`src/rtl/button_debouncer.sv`:
```
// Push-button debouncer: two-flop synchronizer followed by a four-state
// debounce FSM. The raw input is active-low and the outputs are active-high.
// A level change is accepted only after DEBOUNCE_CYCLES consecutive stable
// synchronized samples. Accepted edges produce one-cycle press/release pulses
// and a wrapping 8-bit press counter.
module button_debouncer #(
  parameter int unsigned DEBOUNCE_CYCLES = 270000,
  parameter int unsigned CNT_W           = 20
) (
  input  logic       i_clk,
  input  logic       i_rst,
  input  logic       i_button,
  output logic       o_button,
  output logic       o_press,
  output logic       o_release,
  output logic [7:0] o_press_cnt
);

  // Elaboration-time guards on the parameter ranges.
  if (DEBOUNCE_CYCLES < 2) begin : gen_bad_cycles
    $error("button_debouncer: DEBOUNCE_CYCLES must be >= 2");
  end
  if ((64'(DEBOUNCE_CYCLES) - 64'd1) >= (64'd1 << CNT_W)) begin : gen_bad_width
    $error("button_debouncer: CNT_W too narrow for DEBOUNCE_CYCLES-1");
  end

  // Terminal count: the counter value reached after DEBOUNCE_CYCLES stable samples.
  localparam logic [CNT_W-1:0] CntMax = CNT_W'(DEBOUNCE_CYCLES - 1);

  typedef enum logic [1:0] {
    StIdle        = 2'd0,
    StPressWait   = 2'd1,
    StHeld        = 2'd2,
    StReleaseWait = 2'd3
  } state_e;

  logic             s1_q, s2_q;
  logic             pressed;
  state_e           state_q, state_d;
  logic [CNT_W-1:0] cnt_q, cnt_d;
  logic             button_q, button_d;
  logic             press_q, press_d;
  logic             release_q, release_d;
  logic [7:0]       press_cnt_q, press_cnt_d;

  // Two-flop synchronizer. Both flops reset to the idle level (released).
  always_ff @(posedge i_clk or negedge i_rst) begin
    if (!i_rst) begin
      s1_q <= 1'b1;
      s2_q <= 1'b1;
    end else begin
      s1_q <= i_button;
      s2_q <= s1_q;
    end
  end

  // Convert the synchronized active-low button into an active-high sample.
  assign pressed = ~s2_q;

  // Debounce FSM next state and counter. The counter restarts on every entry
  // to a wait state, so any bounce back to the old level discards progress.
  always_comb begin
    state_d = state_q;
    cnt_d   = cnt_q;
    unique case (state_q)
      StIdle: begin
        if (pressed) begin
          state_d = StPressWait;
          cnt_d   = '0;
        end
      end
      StPressWait: begin
        if (!pressed) begin
          state_d = StIdle;
        end else if (cnt_q == CntMax) begin
          state_d = StHeld;
        end else begin
          cnt_d = cnt_q + CNT_W'(1);
        end
      end
      StHeld: begin
        if (!pressed) begin
          state_d = StReleaseWait;
          cnt_d   = '0;
        end
      end
      StReleaseWait: begin
        if (pressed) begin
          state_d = StHeld;
        end else if (cnt_q == CntMax) begin
          state_d = StIdle;
        end else begin
          cnt_d = cnt_q + CNT_W'(1);
        end
      end
      default: begin
        state_d = StIdle;
        cnt_d   = '0;
      end
    endcase
  end

  // Output next-state decode. Pulses are keyed on the accepting transitions only.
  always_comb begin
    button_d    = (state_d == StHeld) || (state_d == StReleaseWait);
    press_d     = (state_q == StPressWait) && (state_d == StHeld);
    release_d   = (state_q == StReleaseWait) && (state_d == StIdle);
    press_cnt_d = press_cnt_q;
    if (press_d) begin
      press_cnt_d = press_cnt_q + 8'd1;
    end
  end

  // FSM, counter and registered outputs.
  always_ff @(posedge i_clk or negedge i_rst) begin
    if (!i_rst) begin
      state_q     <= StIdle;
      cnt_q       <= '0;
      button_q    <= 1'b0;
      press_q     <= 1'b0;
      release_q   <= 1'b0;
      press_cnt_q <= 8'd0;
    end else begin
      state_q     <= state_d;
      cnt_q       <= cnt_d;
      button_q    <= button_d;
      press_q     <= press_d;
      release_q   <= release_d;
      press_cnt_q <= press_cnt_d;
    end
  end

  assign o_button    = button_q;
  assign o_press     = press_q;
  assign o_release   = release_q;
  assign o_press_cnt = press_cnt_q;

endmodule

```
`config.mk`:
```
export PLATFORM = sky130hd
export DESIGN_NAME = button_debouncer
export DESIGN_NICKNAME = d
export VERILOG_FILES = /design/src/rtl/button_debouncer.sv
export SDC_FILE = /design/constraint.sdc
export NUM_CORES = 1
export LEC_CHECK = 0
export ABC_AREA = 1
export BUFFER_PORTS_ARGS = -buffer_cell sky130_fd_sc_hd__buf_2
export CAP_MARGIN = 0
export CORE_UTILIZATION = 60
export DETAILED_ROUTE_END_ITERATION = 10
export PLACE_DENSITY = 0.89
export REMOVE_ABC_BUFFERS = 1
export SYNTH_ARGS = -nofsm -noshare
export SYNTH_HDL_FRONTEND = slang
export SYNTH_SLANG_ARGS = --single-unit
```
`constraint.sdc`:
```
create_clock -name i_clk -period 2.19 [get_ports i_clk]
set_clock_uncertainty 0.15 [all_clocks]
set_input_delay 0.1095 -clock i_clk [delete_from_list [all_inputs] [get_ports i_clk]]
set_output_delay 0.1095 -clock i_clk [all_outputs]
set_load 0.1 [all_outputs]
```
# Yosys cells after proc, flatten, opt, wreduce, memory -nomap -nowiden
# Cells that the tools add are included.
# totals
ff_bits	35
input_bits	3
out_inout_bits	11
wordCells	39
# classes
n_addsub	2
eq_ne	10
n_mux	13
n_reduce_logical	6
# ops
operator	count
20-bit 2-to-1 mux	5
20-bit one-hot mux with 4 select lines	1
20-bit by 1-bit adder with 20-bit output (second input constant)	1
20-bit by 19-bit equality test with 1-bit output (second input constant)	1
2-bit 2-to-1 mux	6
8-bit by 1-bit adder with 8-bit output (second input constant)	1
2-bit equality test (second input constant)	4
2-bit != test (second input constant)	4
2-bit one-hot mux with 4 select lines	1
2-bit zero test	2
4-bit AND reduction	1
2-bit by 1-bit equality test with 1-bit output (second input constant)	1
1-bit logical AND	2
1-bit logical OR	1

# Longest topological paths before layout
# Gate-level depths: netlist of the first run.
# depth
word_depth	6
ltp_mapped	11
depth_no_buf	10

# Least setup slack after synthesis of the first run
# No wires, ideal clock.
# synth_path
path_kind	register to register
startpoint	register, netlist name o_button
endpoint	register cnt_q[17]
setup_time_ns	0.118
arrival_time_ns	1.729
required_ns	1.922
path_slack_ns	0.193
path_stages_with_launch	7
path_buffers	1
period_less_slack_ns	1.997
cell_sequence	dfrtp_1 -> xnor2_1 -> nand2_8 -> inv_4 -> buf_6 -> nand4_1 -> nand2_1
# synth_lines
element	line	source
end signal: assignment	125	cnt_q <= cnt_d;
end: declaration	40	logic [CNT_W-1:0] cnt_q, cnt_d;

# Final worst setup path of the first run
# layout_path
startpoint	register cnt_q[0]
endpoint	register cnt_q[0]
# layout_via
elab_chain_len	4
word_cells_on_any_way	6
classes_between	1 x add/sub; 1 x eq/ne; 4 x mux
# layout_rtl
element	line	source
20-bit by 1-bit adder with 20-bit output or 20-bit by 19-bit equality test with 1-bit output (tied branches)	n/a	
20-bit 2-to-1 mux *	75, 90	
20-bit 2-to-1 mux, on equally long branches	88, 73	
20-bit one-hot mux with 4 select lines *	65	unique case (state_q)
# Mark *: on every way between the ends. The rest lies on a longest branch, timed or not. The select of a mux whose other input is x is not followed.
# A chain may end at the register's enable or synchronous reset.

==> impl_metrics.py, run 1 <==
metrics = {
    "status": {
        "status": "finished, final reports clean",
    },
    "cts": {
        "numCtsBuffers": 5,
        "post_cts_buffers": 0,
        "hold_buffers": 2,
        "insertion_delay_ns": 0.36,
        "clk_path_buf_depth": 2,
        "root_buffer": "clkbuf_4",
        "tritoncts": "built",
        "cts_sinks": 34,
        "cts-htree-levels": 2,
        "clk_pin_slew_ns": 0.12,
        "ctsResizeCount": 0,
    },
    "timing": {
        "min_period_ns": 2.00,
        "rsz0062_at_grt": "false",
        "max_freq_mhz": 500,
        "relSlewSlack": 0.510,
        "worst_slew_pin_slew_ns": 0.735,
        "hold_viol": 0,
        "setup_tns_ns": 0,
        "maxSlewViolCount": 0,
        "post-route-period-util": 0.914,
        "setup_viol": 0,
    },
    "detailed_routing": {
        "drtIter0Drc": 135,
        "avgViaCountPerCell": 5.36,
        "drc": 0,
        "wl_mm": 4.64,
        "first_pass_iters": 5,
        "num_vias": 1971,
        "wl_per_cell_microns": 12.6,
        "drtAntennaViolNets": 0,
    },
    "yosys": {
        "synthCells": 303,
        "syn_area_sq_um": 2160,
        "synth-seq-cells": 34,
        "synth_area_leader_cell": "dfrtp_1",
        "synth.area.top_cells": "dfrtp_1 37%, nand2_1 17%, nor2_1 7.0%, nand3_1 5.6%, inv_1 5.2%",
        "netlist-cell-type-count": 28,
        "synth_top_area_share": 0.371,
        "yosys_warnings": 0,
        "synthMuxAreaShare": 0,
        "yosys.area_share.simple": 0.407,
        "synth_xor_area_frac": 0.0284,
        "syn_avg_cell_area_sq_um": 7.11,
        "ys_seq_area_frac": 0.396,
        "synth_top_family_by_area": "simple AND/OR/NAND/NOR gates",
        "synth_compound_area_frac": 0.0749,
        "synthAdderAreaFrac": 0.0116,
    },
    "critical_path": {
        "cpMaxStageDelayCell": "dfrtp_1",
        "startpoint": "cnt_q[0]$_DFFE_PN0P_",
        "setup.worst_path.start_class": "register",
        "crit_path_end_kind": "register",
        "critPathKind": "reg2reg",
        "cp_cell_sequence": "ha_1 -> nand3_2 -> nor2_2 -> nand3_4 -> nand2_8 -> inv_4 -> nand3_1 -> o21ai_0",
        "cp.arrival_ns": 2.09,
        "critical-path-max-stage-delay_ns": 0.47,
        "worstPathMaxFanout": 25,
        "rr_startpoint": "cnt_q[0]$_DFFE_PN0P_",
        "required_ns": 2.28,
    },
    "floorplanning": {
        "start_util": 0.636,
        "dieHeight_microns": 61.9,
        "die_area_sq_um": 3840,
        "die_width_microns": 61.9,
        "coreArea_sq_um": 3390,
        "rows": 21,
        "ioPinCount": 14,
    },
    "finish": {
        "diodes": 0,
        "layoutNonFillerInstCount": 368,
        "drive_gt1_frac": 0.140,
        "layout_commonest_cell": "nand2_1",
        "stdcell_area_sq_um": 2370,
        "utilization": 0.699,
        "mostFrequentLayoutCells": "99 x nand2_1, 40 x nor2_1, 32 x dfrtp_1",
        "synthToLayoutAreaGrowth_pct": 9.87,
        "final_net_count": 326,
        "fill_cells": 267,
    },
    "placed_design": {
        "portBuffers": 13,
        "dp_cells": 358,
        "place_area_sq_um": 2240,
        "place_hpwl_mm": 3.30,
        "gp_congestion": 0.916,
    },
    "global_routing": {
        "antenna_found_initial": 0,
        "grt_max_degree": 35,
        "overflow": 0,
        "grt_pass1_vias": 1655,
        "grt_usage": 0.265,
        "grt_pass1_wl_mm": 7.34,
    },
    "pwr": {
        "ir_worst_vdd_mv": 0.549,
        "total_power_w": 0.00131,
        "p_leak_nw": 1.05,
        "power_density_nw_per_um2": 553,
    },
    "hold_path": {
        "min_path_type": "in2async",
    },
    "run": {
        "max-cap-violations": 0,
    },
}
## cell type report
class                           count  area [sq um]  area share
Clock buffer                        5          37.5      0.0158
Clock inverter                      3          68.8      0.0291
Inverter                           35           134      0.0565
Multi-Input combinational cell    229          1120       0.475
Sequential cell                    34           853       0.360
Tap cell                           46          57.6      0.0243
Timing Repair Buffer               16          92.6      0.0391
## sequential cells by signal, indices dropped and copies added (netlist names)
signal       flops
cnt_q           20
o_button         1
o_press          1
o_press_cnt      8
o_release        1
s1_q             1
s2_q             1
state_q          1
## per-layer routing
metal | global-route usage | part of all wire
met1 | 0.376 | 0.46
met2 | 0.386 | 0.45
met3 | 0.0683 | 0.066
met4 | 0.105 | 0.020
met5 | 0 | 0
## logic make-up after synthesis
| family | Yosys count |
|---|---|
| flip-flops | 34 |
| adder cells (fa/ha/maj) | 2 |
| AND/OR/NAND/NOR | 194 |
| AO/OA/AOI/OAI | 26 |
| buffers and inverters | 40 |
| XOR/XNOR | 7 |
## power breakdown
group | internal [W] | switching (W) | total, W | leakage, nW
registers | 0.000638 | 0.0000107 | 0.000649 | 0.464
logic | 0.0000166 | 0.0000493 | 0.0000659 | 0.533
clock network | 0.000357 | 0.000237 | 0.000594 | 0.0554
total | 0.00101 | 0.000297 | 0.00131 | 1.05
## path summary, 6_finish.rpt
kind | end | slack (ns) | depth (start not counted)
max in group asynchronous | cnt_q[16]$_DFFE_PN0P_ | 1.23 | 2
hold / removal | o_press_cnt[2]$_DFFE_PN0P_ | 0.19 | 2
setup reg to reg | cnt_q[0]$_DFFE_PN0P_ | 0.19 | 8
hold reg to reg | s2_q$_DFF_PN1_ | 0.22 | 0
setup / recovery | cnt_q[0]$_DFFE_PN0P_ | 0.19 | 8
min in group i_clk | s2_q$_DFF_PN1_ | 0.22 | 0
## metrics by stage
stage	hold slack, ns	worst slack [ns]
after floorplan	-0.336	0.180
after global placement	0.0608	0.287
after detailed placement	0.0635	0.209
after CTS	0.210	0.181
after global routing	0.221	0.0371
final	0.186	0.188
## synth_stat cells, drive strengths merged
library cell,count
a21oi,2
buf,5
dfrtp,32
dfstp,2
ha,2
inv,35
nand2,102
nand3,27
nand3b,2
nand4,14
nor2,45
nor3,3
nor4,1
o21ai,19
o21bai,5
xnor2,3
xor2,4
## worst max-delay path: cells and delay by family, from the launching register on
kind	cells	cell delay, ns
DFF	1	0.47
and+or+nand+nor	5	0.75
adders and majority gates	1	0.33
AOI/OAI and AO/OA	1	0.08
buffers and inverters	1	0.12
Note: power is estimated with default switching activity, not from simulation.
==> run 2, diff against run 1 <==
--- a/config.mk
+++ b/config.mk
@@ -8,9 +8,10 @@
 export ABC_AREA = 1
 export BUFFER_PORTS_ARGS = -buffer_cell sky130_fd_sc_hd__buf_2
 export CAP_MARGIN = 0
-export CORE_UTILIZATION = 60
+export CORE_UTILIZATION = 63
+export CTS_BUF_LIST = sky130_fd_sc_hd__clkbuf_4
 export DETAILED_ROUTE_END_ITERATION = 10
-export PLACE_DENSITY = 0.89
+export PLACE_DENSITY = 0.92
 export REMOVE_ABC_BUFFERS = 1
 export SYNTH_ARGS = -nofsm -noshare
 export SYNTH_HDL_FRONTEND = slang
==> run 2 against run 1 <==
- die area is 4.6% lower
- sequential power about the same
- clock-buffer cell count is the same
- critical path depth stayed put
==> impl_metrics.py, run 2 (synthesized netlist as in run 1, its figures left out) <==
metrics = {
    "cts": {
        "tritoncts": "built",
        "hold_buffers": 2,
        "clk_pin_slew_ns": 0.12,
        "clk_path_buf_depth": 2,
        "post_cts_buffers": 0,
        "root_buffer": "clkbuf_4",
        "ctsResizeCount": 0,
        "cts_sinks": 34,
        "insertion_delay_ns": 0.36,
        "cts-htree-levels": 2,
        "numCtsBuffers": 5,
    },
    "global_routing": {
        "antenna_found_initial": 0,
        "grt_max_degree": 35,
        "overflow": 0,
        "grt_pass1_wl_mm": 7.85,
        "grt_usage": 0.296,
        "grt_pass1_vias": 1763,
    },
    "detailed_routing": {
        "drc": 0,
        "num_vias": 2034,
        "first_pass_iters": 5,
        "drtAntennaViolNets": 0,
        "drtIter0Drc": 130,
        "avgViaCountPerCell": 5.56,
        "wl_mm": 4.68,
        "wl_per_cell_microns": 12.8,
    },
    "run": {
        "max-cap-violations": 0,
    },
    "finish": {
        "diodes": 0,
        "top_register": "cnt_q",
        "largest_reg_flops": 20,
        "synthToLayoutAreaGrowth_pct": 8.65,
        "final_net_count": 326,
        "layout_commonest_cell": "nand2_1",
        "drive_gt1_frac": 0.140,
        "fill_cells": 275,
        "mostFrequentLayoutCells": "99 x nand2_1, 40 x nor2_1, 32 x dfrtp_1",
        "stdcell_area_sq_um": 2340,
    },
    "placed_design": {
        "portBuffers": 13,
        "gp_congestion": 0.985,
        "place_area_sq_um": 2240,
        "place_hpwl_mm": 3.39,
    },
    "critical_path": {
        "required_ns": 2.27,
        "setup.worst_path.start_class": "register",
        "critPathKind": "reg2reg",
        "cp.arrival_ns": 2.09,
        "worstPathMaxFanout": 25,
        "reg2reg_depth": 8,
        "crit_path_end_kind": "register",
    },
    "floorplanning": {
        "dieHeight_microns": 60.5,
        "ioPinCount": 14,
        "rows": 20,
        "coreArea_sq_um": 3150,
        "start_util": 0.684,
        "die_width_microns": 60.5,
        "die_area_sq_um": 3660,
    },
    "pwr": {
        "p_leak_nw": 1.03,
        "total_power_w": 0.00119,
        "ir_worst_vdd_mv": 0.460,
        "power_density_nw_per_um2": 509,
    },
    "timing": {
        "min_period_ns": 2.01,
        "rsz0062_at_grt": "false",
        "maxSlewViolCount": 0,
        "setup_viol": 0,
        "hold_viol": 0,
        "max_freq_mhz": 496,
        "post-route-period-util": 0.920,
        "setup_tns_ns": 0,
        "relSlewSlack": 0.512,
        "worst_slew_pin_slew_ns": 0.731,
    },
    "status": {
        "status": "finished, final reports clean",
    },
    "hold_path": {
        "min_path_type": "in2async",
    },
}
-- run 2: changes by cell type in the layout (fill, tap and decap cells not counted) --
cell | before | now
clkinvlp_4 | 0 | 2
clkinv_4 | 1 | 0
bufinv_16 | 2 | 1
-- run 2: cell type report --
cell class                 count  area [sq um]  area share
multi-input combinational    229          1120       0.480
sequential                    34           853       0.364
inverter                      35           134      0.0572
timing repair buffer          16          92.6      0.0395
tap                           44          55.1      0.0235
clock inverter                 3          45.0      0.0192
clock buffer                   5          37.5      0.0160
-- run 2: worst paths after layout --
path                                           start  slack, ns               endpoint
worst max-delay path            cnt_q[0]$_DFFE_PN0P_       0.18   cnt_q[0]$_DFFE_PN0P_
worst min-delay path                           i_rst       0.19  cnt_q[12]$_DFFE_PN0P_
worst max register to register  cnt_q[0]$_DFFE_PN0P_       0.18   cnt_q[0]$_DFFE_PN0P_
worst min register to register        s1_q$_DFF_PN1_       0.22         s2_q$_DFF_PN1_
max in group asynchronous                      i_rst       1.22   cnt_q[3]$_DFFE_PN0P_
min in group i_clk                    s1_q$_DFF_PN1_       0.22         s2_q$_DFF_PN1_
-- run 2: per-stage QoR --
step | setup WS [ns] | cells | utilization | hold WS [ns]
finish | 0.175 | 366 | 0.743 | 0.187
global route | 0.0482 | 366 | 0.743 | 0.227
CTS | 0.185 | 366 | 0.743 | 0.199
detailed placement | 0.206 | 356 | 0.710 | 0.0562
global placement | 0.302 | 356 | 0.710 | 0.0618
floorplan | 0.180 | 298 | - | -0.336
-- run 2: metal layers --
layer	routed length, microns	global-route usage
met1	2130	0.419
met4	76	0.117
met2	2120	0.440
met3	358	0.0725
met5	0	0
-- run 2: where the power goes --
group	leakage, nW	switching, W	internal [W]	total (W)
registers	0.464	0.0000103	0.000638	0.000649
logic	0.533	0.0000494	0.0000166	0.0000661
clock network	0.0374	0.000239	0.000239	0.000479
-- run 2: critical path, cell delays in order (launching register included) --
cell,delay [ns]
dfrtp_1,0.46
ha_1,0.32
nand3_2,0.18
nor2_2,0.19
nand3_4,0.14
nand2_8,0.18
inv_4,0.12
nand3_1,0.08
o21ai_0,0.09
